[config.mk]
export PLATFORM = sky130hd
export DESIGN_NAME = scaler_h_ctrl
export DESIGN_NICKNAME = d
export VERILOG_FILES = /design/src/rtl/scaler_pkg.sv /design/src/rtl/scaler_h_ctrl_div.sv /design/src/rtl/scaler_h_ctrl.sv
export SDC_FILE = /design/constraint.sdc
export NUM_CORES = 1
export LEC_CHECK = 0
export CORE_MARGIN = 2
export CORE_UTILIZATION = 52
export DETAILED_ROUTE_END_ITERATION = 8
export PLACE_DENSITY = 0.88
export SYNTH_ARGS = -nofsm -noshare
export SYNTH_HDL_FRONTEND = slang
export SYNTH_SLANG_ARGS = --single-unit
[constraint.sdc]
create_clock -name clk -period 2.7 [get_ports clk]
set_input_delay 0.405 -clock clk [delete_from_list [all_inputs] [get_ports clk]]
set_output_delay 0.405 -clock clk [all_outputs]
set_load 0.1 [all_outputs]
[src/rtl/scaler_pkg.sv]
// Shared definitions for the scaler control blocks (horizontal and vertical).
//   SC_FRAC_BITS  : fractional bits of a scale step (4.12 format)
//   SC_STEP_WIDTH : width of a scale step
//   SC_STEP_ONE   : unity step (1.0)
//   scaler_state_e: configuration FSM states
package scaler_pkg;

    localparam int SC_FRAC_BITS  = 12;
    localparam int SC_STEP_WIDTH = 16;
    localparam int SC_STEP_ONE   = 4096;

    typedef enum logic [1:0] {
        ST_IDLE = 2'd0,
        ST_DIV  = 2'd1,
        ST_PEND = 2'd2
    } scaler_state_e;

endpackage

[src/rtl/scaler_h_ctrl_div.sv]
// serial_div_u: unsigned restoring divider, one quotient bit per clock.
// Ports:
//   clk, rst   : clock, synchronous active-high reset
//   i_start    : load i_num/i_den and begin a NUM_W-cycle division
//   i_num      : dividend
//   i_den      : divisor (caller guarantees non-zero)
//   o_done     : high during the cycle whose edge produces the last quotient bit
//   o_quot     : quotient, valid while o_done is high
module serial_div_u #(
    parameter int NUM_W = 24,
    parameter int DEN_W = 12
) (
    input  logic             clk,
    input  logic             rst,
    input  logic             i_start,
    input  logic [NUM_W-1:0] i_num,
    input  logic [DEN_W-1:0] i_den,
    output logic             o_done,
    output logic [NUM_W-1:0] o_quot
);

    localparam int CW = $clog2(NUM_W + 1);

    logic [CW-1:0]    r_cnt;
    logic [DEN_W:0]   r_rem;
    logic [NUM_W-1:0] r_quot;
    logic [DEN_W-1:0] r_den;

    logic [DEN_W:0]   w_rem_sh;
    logic             w_ge;
    logic [DEN_W:0]   w_rem_nxt;
    logic [NUM_W-1:0] w_quot_nxt;

    // The remainder is always below the divisor, so the shifted value fits DEN_W+1 bits.
    assign w_rem_sh   = {r_rem[DEN_W-1:0], r_quot[NUM_W-1]};
    assign w_ge       = (w_rem_sh >= {1'b0, r_den});
    assign w_rem_nxt  = w_ge ? (w_rem_sh - {1'b0, r_den}) : w_rem_sh;
    assign w_quot_nxt = {r_quot[NUM_W-2:0], w_ge};

    // Exposing the next quotient lets the caller capture the result on the final edge.
    assign o_done = (r_cnt == CW'(1));
    assign o_quot = w_quot_nxt;

    always_ff @(posedge clk) begin
        if (rst) begin
            r_cnt  <= '0;
            r_rem  <= '0;
            r_quot <= '0;
            r_den  <= '0;
        end else if (i_start) begin
            r_cnt  <= CW'(NUM_W);
            r_rem  <= '0;
            r_quot <= i_num;
            r_den  <= i_den;
        end else if (r_cnt != '0) begin
            r_cnt  <= r_cnt - CW'(1);
            r_rem  <= w_rem_nxt;
            r_quot <= w_quot_nxt;
        end
    end

endmodule

[src/rtl/scaler_h_ctrl.sv]
// scaler_h_ctrl: horizontal scaler configuration controller.
// Accepts src/dst line widths, computes a rounded 4.12 step with a serial
// divider, holds it in a shadow register and commits it on a vsync rising
// edge. Also measures scaled output line length against the committed width.
// Ports:
//   clk, rst                        : clock, synchronous active-high reset
//   cfg_valid/cfg_ready             : request handshake
//   cfg_src_width, cfg_dst_width    : requested input/output line widths
//   vs_i                            : vsync at scaler input (commit point)
//   hs_s, de_s                      : hsync / data enable at scaler output
//   scale_step                      : committed step to the scaler
//   busy_o, pending_o               : dividing / result waiting for vsync
//   applied_o, cfg_err_o            : commit pulse / bad request or saturation pulse
//   line_len_o, len_mismatch_o      : last line length / out-of-tolerance pulse
//
// state   | meaning
// IDLE    | no request outstanding, scale_step stable
// DIV     | serial division running, requests refused
// PEND    | shadow step valid, waiting for vsync rising edge
module scaler_h_ctrl
    import scaler_pkg::*;
#(
    parameter int WIDTH_BITS   = 12,
    parameter int FRAC_BITS    = SC_FRAC_BITS,
    parameter int STEP_WIDTH   = SC_STEP_WIDTH,
    parameter int DEFAULT_STEP = SC_STEP_ONE,
    parameter int LEN_TOL      = 1
) (
    input  logic                  clk,
    input  logic                  rst,
    input  logic                  cfg_valid,
    output logic                  cfg_ready,
    input  logic [WIDTH_BITS-1:0] cfg_src_width,
    input  logic [WIDTH_BITS-1:0] cfg_dst_width,
    input  logic                  vs_i,
    input  logic                  hs_s,
    input  logic                  de_s,
    output logic [STEP_WIDTH-1:0] scale_step,
    output logic                  busy_o,
    output logic                  pending_o,
    output logic                  applied_o,
    output logic                  cfg_err_o,
    output logic [WIDTH_BITS-1:0] line_len_o,
    output logic                  len_mismatch_o
);

    localparam int NUM_W = WIDTH_BITS + FRAC_BITS;

    scaler_state_e         r_state;
    scaler_state_e         w_state_nxt;

    logic [STEP_WIDTH-1:0] r_shadow;
    logic [WIDTH_BITS-1:0] r_req_dst;
    logic [WIDTH_BITS-1:0] r_active_dst;
    logic                  r_vs;
    logic                  r_hs;
    logic [WIDTH_BITS-1:0] r_px_cnt;

    logic                  w_xfer;
    logic                  w_zero;
    logic                  w_vs_rise;
    logic                  w_hs_rise;
    logic                  w_start;
    logic                  w_commit;
    logic                  w_shadow_ld;
    logic                  w_err_set;
    logic [NUM_W-1:0]      w_num;
    logic                  w_div_done;
    logic [NUM_W-1:0]      w_div_quot;
    logic                  w_sat;
    logic [WIDTH_BITS-1:0] w_diff;

    assign cfg_ready = (r_state != ST_DIV);
    assign busy_o    = (r_state == ST_DIV);
    assign pending_o = (r_state == ST_PEND);

    assign w_xfer    = cfg_valid && cfg_ready;
    assign w_zero    = (cfg_src_width == '0) || (cfg_dst_width == '0);
    assign w_vs_rise = vs_i && !r_vs;
    assign w_hs_rise = hs_s && !r_hs;

    // (src << FRAC_BITS) + dst/2 rounds the quotient to nearest.
    assign w_num = {cfg_src_width, {FRAC_BITS{1'b0}}}
                 + {{(FRAC_BITS + 1){1'b0}}, cfg_dst_width[WIDTH_BITS-1:1]};

    assign w_sat = (w_div_quot[NUM_W-1:STEP_WIDTH] != '0);

    serial_div_u #(
        .NUM_W (NUM_W),
        .DEN_W (WIDTH_BITS)
    ) u_div (
        .clk     (clk),
        .rst     (rst),
        .i_start (w_start),
        .i_num   (w_num),
        .i_den   (cfg_dst_width),
        .o_done  (w_div_done),
        .o_quot  (w_div_quot)
    );

    always_ff @(posedge clk) begin
        if (rst) begin
            r_state <= ST_IDLE;
        end else begin
            r_state <= w_state_nxt;
        end
    end

    always_comb begin
        w_state_nxt = r_state;
        w_start     = 1'b0;
        w_commit    = 1'b0;
        w_shadow_ld = 1'b0;
        w_err_set   = 1'b0;
        case (r_state)
            ST_IDLE: begin
                if (w_xfer) begin
                    if (w_zero) begin
                        w_err_set = 1'b1;
                    end else begin
                        w_start     = 1'b1;
                        w_state_nxt = ST_DIV;
                    end
                end
            end
            ST_DIV: begin
                if (w_div_done) begin
                    w_shadow_ld = 1'b1;
                    w_err_set   = w_sat;
                    w_state_nxt = ST_PEND;
                end
            end
            ST_PEND: begin
                // Commit of the old shadow and start of a new division may coincide.
                if (w_vs_rise) begin
                    w_commit    = 1'b1;
                    w_state_nxt = ST_IDLE;
                end
                if (w_xfer) begin
                    if (w_zero) begin
                        w_err_set = 1'b1;
                    end else begin
                        w_start     = 1'b1;
                        w_state_nxt = ST_DIV;
                    end
                end
            end
            default: begin
                w_state_nxt = ST_IDLE;
            end
        endcase
    end

    always_ff @(posedge clk) begin
        if (rst) begin
            scale_step   <= STEP_WIDTH'(DEFAULT_STEP);
            r_shadow     <= STEP_WIDTH'(DEFAULT_STEP);
            r_req_dst    <= '0;
            r_active_dst <= '0;
            r_vs         <= 1'b0;
            applied_o    <= 1'b0;
            cfg_err_o    <= 1'b0;
        end else begin
            r_vs      <= vs_i;
            applied_o <= w_commit;
            cfg_err_o <= w_err_set;
            if (w_start) begin
                r_req_dst <= cfg_dst_width;
            end
            if (w_shadow_ld) begin
                r_shadow <= w_sat ? '1 : w_div_quot[STEP_WIDTH-1:0];
            end
            if (w_commit) begin
                scale_step   <= r_shadow;
                r_active_dst <= r_req_dst;
            end
        end
    end

    assign w_diff = (r_px_cnt >= r_active_dst) ? (r_px_cnt - r_active_dst)
                                               : (r_active_dst - r_px_cnt);

    always_ff @(posedge clk) begin
        if (rst) begin
            r_hs           <= 1'b0;
            r_px_cnt       <= '0;
            line_len_o     <= '0;
            len_mismatch_o <= 1'b0;
        end else begin
            r_hs           <= hs_s;
            len_mismatch_o <= 1'b0;
            if (w_hs_rise && (r_px_cnt != '0)) begin
                line_len_o     <= r_px_cnt;
                // A de_s coincident with the hsync edge belongs to the next line.
                r_px_cnt       <= de_s ? WIDTH_BITS'(1) : '0;
                len_mismatch_o <= (r_active_dst != '0) && (w_diff > WIDTH_BITS'(LEN_TOL));
            end else if (de_s && (r_px_cnt != '1)) begin
                r_px_cnt <= r_px_cnt + 1'b1;
            end
        end
    end

endmodule

==> summary.txt, run 1 <==
status = finished with violations
violated checks = setup timing
switching pwr = 2.72 mW
worst-path fanout max = 6
Yosys Warn Count = 0
largest family of logic cells by synthesized area = simple AND/OR/NAND/NOR gates
biggest area consumer among synthesized cells = dfxtp_1
hold buffer count at cts = 0
Hold Crit Depth = 2
largest net degree at the start of global routing = 50
placed instance area = 7970 sq um
routed via count = 6951
setup ws final = -0.191 ns
final period utilization = 1.07
Least-Margin Pin Slew = 0.690 ns
drt first pass iters = 8
P_leak = 3.36 nW
crit end category = flip-flop
fin. max-slew vios = 0
Num CTS Buffers = 17
DR vias/cell = 5.96
Netlist cell types = 58
post-synthesis sequential area ratio = 0.377
maximum clock path buffer count = 2
Setup WS pre-CTS = -0.296 ns
sequential share of power = 0.316
total global routing overflow = 0
post-layout min period = 2.89 ns
Initial Util = 0.536
WP data required = 2.99 ns
ys async rst share = 0
Clock Power Share = 0.302
Finished Cell Area = 8690 sq um
power density cells = 832 nW/um^2
root buf cell = clkbuf_16
Die H = 118 um
clk_lat worst skew = 0.43 ns
IR drop worst, VDD = 0.796 mV
post-synthesis mux area share = 0.0240
first-pass GRT wire length = 32.5 mm
CP top delay family = simple AND/OR/NAND/NOR gates
Total GRT Usage = 0.289
row count = 41
synthesized-area fraction occupied by adder cells = 0.0826
cell area after synthesis = 6790 sq um
hpwl dp = 13.3 mm
Mapped Cells = 871
Post-synth EDFFs = 0
CP max stage delay = 0.52 ns
critical path arrival = 3.18 ns
Synth Register Bits = 128
worst r2r path cells = 10
Max-slew headroom = 0.539
final setup vio count = 1
Max H-tree Level = 4
nets@finish = 1055
clk_skew = 0.0128 ns
Max Cap Viol = 0
HP Class = in -> reg
Syn Area/Cell = 7.79 sq um
DRC Markers = 0
Top Ports = 64
kind of critical path = reg -> reg
crit path launch type = flip-flop
layout cells sized above 1 = 0.195
sw frac = 0.376
CP max-delay cell = or4_1
Antenna Nets Post-Route = 0
Synth Area in XOR/XNOR = 0.0335
Post-Synth Simple-Gate Area = 0.242
CP cell instances = inv_1, ha_4, nand2_1, or3_4, o211ai_4, or2_4, o31ai_1, or4_1, a222oi_1, a41oi_1
Top FF cell, synth = dfxtp_1
port buffer count = 63
fmax = 0.346 GHz
core area = 12700 sq um
count leader, synth = nand2_1
overall power = 7.23 mW
Syn Nets = 944
RSZ-0062 raised after global routing = true
post-layout util = 0.686
wirelength, routed = 20.1 mm
RD Place Congestion = 0.906
Initial DRC Count = 789
R2R Setup Slk = -0.19 ns
complex-gate fraction of the synthesized area = 0.176
wire per inst = 17.3 um
antenna cells = 0
Die X-Extent = 118 um
top-area cell type share of the netlist area = 0.377
P_int = 4.51 mW
Critical path buffers and inverters = 1
CTS tree = built
Hold Vio Cnt, Final = 0
synth cell count leaders = nand2_1, dfxtp_1, nor2_1
CP Depth = 10
Clk pin slew, worst setup/hold paths = 0.06 ns
CTS Sinks = 128
antenna violations before repair = 0
Die ar. = 14000 sq um
Setup TNS = -0.191 ns
vias in the first global route = 6676
Logic pwr share = 0.382
Layout area overhead = 28.1%
largest cells by area after synthesis = dfxtp_1, nand2_1, ha_1
## layer usage
metal	vias up	track usage	wire [um]
li1	3257	-	-
met4	0	0.152	957
met1	3259	0.342	8050
met5	-	0	0
met3	84	0.0584	1450
met2	351	0.492	9690
## metrics by stage
step | hold WS [ns] | instances
after global placement | 0.444 | 1133
after global routing | 0.450 | 1167
after CTS | 0.404 | 1165
after detailed placement | 0.444 | 1133
final | 0.433 | 1167
after floorplan | 0.432 | 871
## power by group through the flow
stage | logic (mW) | registers [mW] | clock network, mW
6_report | 2.76 | 2.28 | 2.19
5_1_grt | 3.01 | 2.30 | 2.28
4_1_cts | 2.59 | 2.27 | 2.19
3_5_place_dp | 2.53 | 2.30 | 0
3_3_place_gp | 2.47 | 2.30 | 0
2_1_floorplan | 1.84 | 2.27 | 0
## path summary, 6_finish.rpt
path / endpoint / from
hold reg to reg: scale_step[4] / r_shadow[4]
hold / removal: r_hs / rst
setup / recovery: len_mismatch_o / r_active_dst[11]
setup reg to reg: len_mismatch_o / r_active_dst[11]
## sequential cells by signal, indices dropped and copies added (netlist names), 2 cells and up
name          flops
u_div.r_cnt       5
r_px_cnt         12
r_active_dst     12
u_div.r_rem      12
line_len_o       12
u_div.r_quot     24
scale_step       16
r_state           2
r_shadow         16
u_div.r_den      12
## final cells by class
type	instances	area (sq um)
clock buffers	18	429
clock inverters	14	130
fillers	960	3980
inverters	54	206
multi-input cells	637	3980
flip-flops and latches	128	2570
well taps	172	215
repair buffers	144	1160
## kinds of logic after synthesis
| family | Yosys count |
|---|---|
| DFF | 128 |
| adders and majority gates | 43 |
| muxes | 16 |
| buffers and inverters | 106 |
| and+or+nand+nor | 365 |
| xor gates and xnor gates | 26 |
| AOI/OAI and AO/OA | 187 |
## repair_timing
action / in CTS / in global routing
resized for setup: 18 / 9
endpoints found under the hold margin: 0 / 0
endpoints found under the setup margin: 2 / 11
buffers inserted: 0 / 2
pin swaps: 4 / 3
## worst register-to-register path: cells and delay by family, from the launching register on
| kind | cells | cell delay (ns) |
|---|---|---|
| AO/OA/AOI/OAI | 4 | 0.85 |
| AND/OR/NAND/NOR | 4 | 1.21 |
| adder cells (fa/ha/maj) | 1 | 0.29 |
| flip-flops | 1 | 0.32 |
| buffers and inverters | 1 | 0.06 |
## cells in the final DEF (no fill, tap or decap), types with 4 or more instances in the layout
cell / instances
xor2_1: 5
a21oi_1: 65
ha_4: 6
nor3_1: 47
o211ai_1: 9
nand4_1: 8
nand3_1: 22
o21a_1: 5
a311oi_1: 22
a211oi_1: 4
o21bai_1: 4
nor2_1: 91
a31oi_1: 11
dfxtp_2: 10
clkdlybuf4s50_1: 28
clkbuf_16: 17
o21ai_1: 5
or3_1: 8
ha_1: 34
mux2i_1: 14
dfxtp_1: 118
a21oi_2: 4
inv_6: 6
nand2_1: 143
inv_1: 51
xnor2_1: 21
a21o_1: 8
nor4_1: 17
o21ai_0: 28
buf_4: 115
No activity file was read; power rests on OpenSTA's default activity.
==> run 2, diff against run 1 <==
CAP_MARGIN = 30   (was unset)
CORE_ASPECT_RATIO = 1.2   (was unset)
==> run 2 against run 1 <==
Against the previous run: the flow still finishes with violations (setup timing); routed wire length is 1.7% lower; critical path depth rose by 1; non-clock buffer count stayed put; sequential power about the same; clock skew is 0.0051 ns lower; critical path type unchanged; largest power group unchanged.
==> summary.txt, run 2 (synthesis gave the netlist of run 1 again) <==
first-pass GRT wire length = 31.9 mm
Total GRT Usage = 0.290
Max Cap Viol = 0
CP cell instances = inv_1, ha_1, buf_4, a21oi_1, or3_1, o211ai_4, or2_4, o31ai_1, or4_1, a222oi_1, a41oi_1
Layout area overhead = 28.6%
Fin Hold WS = 0.395 ns
max reg flops = 24
final setup vio count = 1
power density cells = 838 nW/um^2
DR vias/cell = 5.92
setup ws final = -0.134 ns
CTS Sinks = 128
most common cell after layout, fill and taps aside = nand2_1
hpwl dp = 13.7 mm
Hold Crit Depth = 2
CTS tree = built
nets@finish = 1055
Least-Margin Pin Slew = 0.640 ns
crit end category = flip-flop
HP Class = in -> reg
maximum clock path buffer count = 2
CP max stage delay = 0.51 ns
Top Ports = 64
Max H-tree Level = 4
largest net degree at the start of global routing = 61
biggest regs = u_div.r_quot: 24 flops, r_shadow: 16 flops, scale_step: 16 flops
worst-path fanout max = 9
row count = 45
fmax = 0.353 GHz
Antenna Nets Post-Route = 0
Clk pin slew, worst setup/hold paths = 0.06 ns
DRC Markers = 0
Finished Layout Cells = 1157
crit path launch type = flip-flop
hold buffer count at cts = 0
Die X-Extent = 108 um
Die H = 129 um
Setup WS pre-CTS = -0.205 ns
vias in the first global route = 6598
CP max-delay cell = or4_1
RD Place Congestion = 0.939
status = finished with violations
Initial Util = 0.534
Max-slew headroom = 0.572
wire per inst = 17.1 um
worst r2r path cells = 11
Largest Register = u_div.r_quot
clk_skew = 0.00770 ns
critical path arrival = 3.12 ns
post-layout min period = 2.83 ns
root buf cell = clkbuf_16
final period utilization = 1.05
drt first pass iters = 5
antenna cells = 0
Die ar. = 14000 sq um
wirelength, routed = 19.8 mm
routed via count = 6847
Num CTS Buffers = 17
Finished Cell Area = 8730 sq um
core area = 12700 sq um
WP data required = 2.99 ns
antenna violations before repair = 0
RSZ-0062 raised after global routing = true
fin. max-slew vios = 0
port buffer count = 63
violated checks = setup timing
Initial DRC Count = 499
overall power = 7.32 mW
kind of critical path = reg -> reg
clk_lat worst skew = 0.42 ns
dpl cells = 1124
total global routing overflow = 0
placed instance area = 7970 sq um
layout cells sized above 1 = 0.192
Hold Vio Cnt, Final = 0
P_leak = 3.36 nW
commonest non-fill, non-tap cells in the layout = nand2_1, dfxtp_1, buf_4, nor2_1, a21oi_1
IR drop worst, VDD = 0.738 mV
[run 2: cell count changes in the layout (fill, tap and decap cells not counted), moves of 2 or more]
cell,change
bufinv_16,+2
dfxtp_1,+2
inv_2,+2
inv_1,-2
o21ai_1,-4
dfxtp_2,-2
nor3_4,+2
clkinv_4,+4
clkinv_2,-2
inv_6,-5
nor3_2,-2
o21ai_0,+4
[run 2: area by class of cell]
type / instances / area, sq um
well taps: 164 / 205
inverters: 54 / 206
clock buffers: 18 / 429
clock inverters: 12 / 164
multi-input cells: 637 / 3980
repair buffers: 144 / 1180
flip-flops and latches: 128 / 2570
fillers: 999 / 3990
[run 2: stage by stage]
| stage | utilization | TNS (ns) |
|---|---|---|
| after floorplan | - | -0.0845 |
| after global placement | 0.626 | -0.148 |
| after detailed placement | 0.626 | -0.205 |
| after CTS | 0.682 | -0.121 |
| after global routing | 0.686 | -0.261 |
| final | 0.686 | -0.134 |
[run 2: path summary, 6_finish.rpt]
kind,slack (ns),startpoint,to
hold reg to reg,0.45,r_shadow[15],scale_step[15]
setup / recovery,-0.13,r_active_dst[5],len_mismatch_o
setup reg to reg,-0.13,r_active_dst[5],len_mismatch_o
hold / removal,0.39,rst,line_len_o[0]
[run 2: routing by layer]
layer  track usage  part of all wire
met4         0.133             0.043
met2         0.519              0.51
met3        0.0624             0.059
met1         0.328              0.39
met5             0                 0
[run 2: where the power goes]
| part | total (mW) | switching (mW) | leakage, nW | internal (mW) |
|---|---|---|---|---|
| sequential | 2.28 | 0.179 | 1.05 | 2.10 |
| combinational | 2.72 | 1.56 | 2.03 | 1.15 |
| clock | 2.32 | 0.871 | 0.286 | 1.45 |
| total | 7.32 | 2.61 | 3.36 | 4.70 |
[run 2: repair_timing]
action | in CTS | in global routing
gates resized for setup | 17 | 7
setup buffers | 2 | 1
setup endpoints to repair | 1 | 1
pin swaps | 10 | 6
[run 2: worst max-delay path, delay by kind of cell (launching register included)]
family | cells | cell delay (ns)
AND/OR/NAND/NOR | 3 | 1.08
buffers and inverters | 2 | 0.22
adder cells (fa/ha/maj) | 1 | 0.30
flip-flops | 1 | 0.33
AO/OA/AOI/OAI | 5 | 0.79
==> run 3, diff against run 2 <==
CORE_ASPECT_RATIO = unset   (was 1.2)
==> results of run 3 <==
Same layout as run 1: the final DEF is identical, and so are final timing and power.
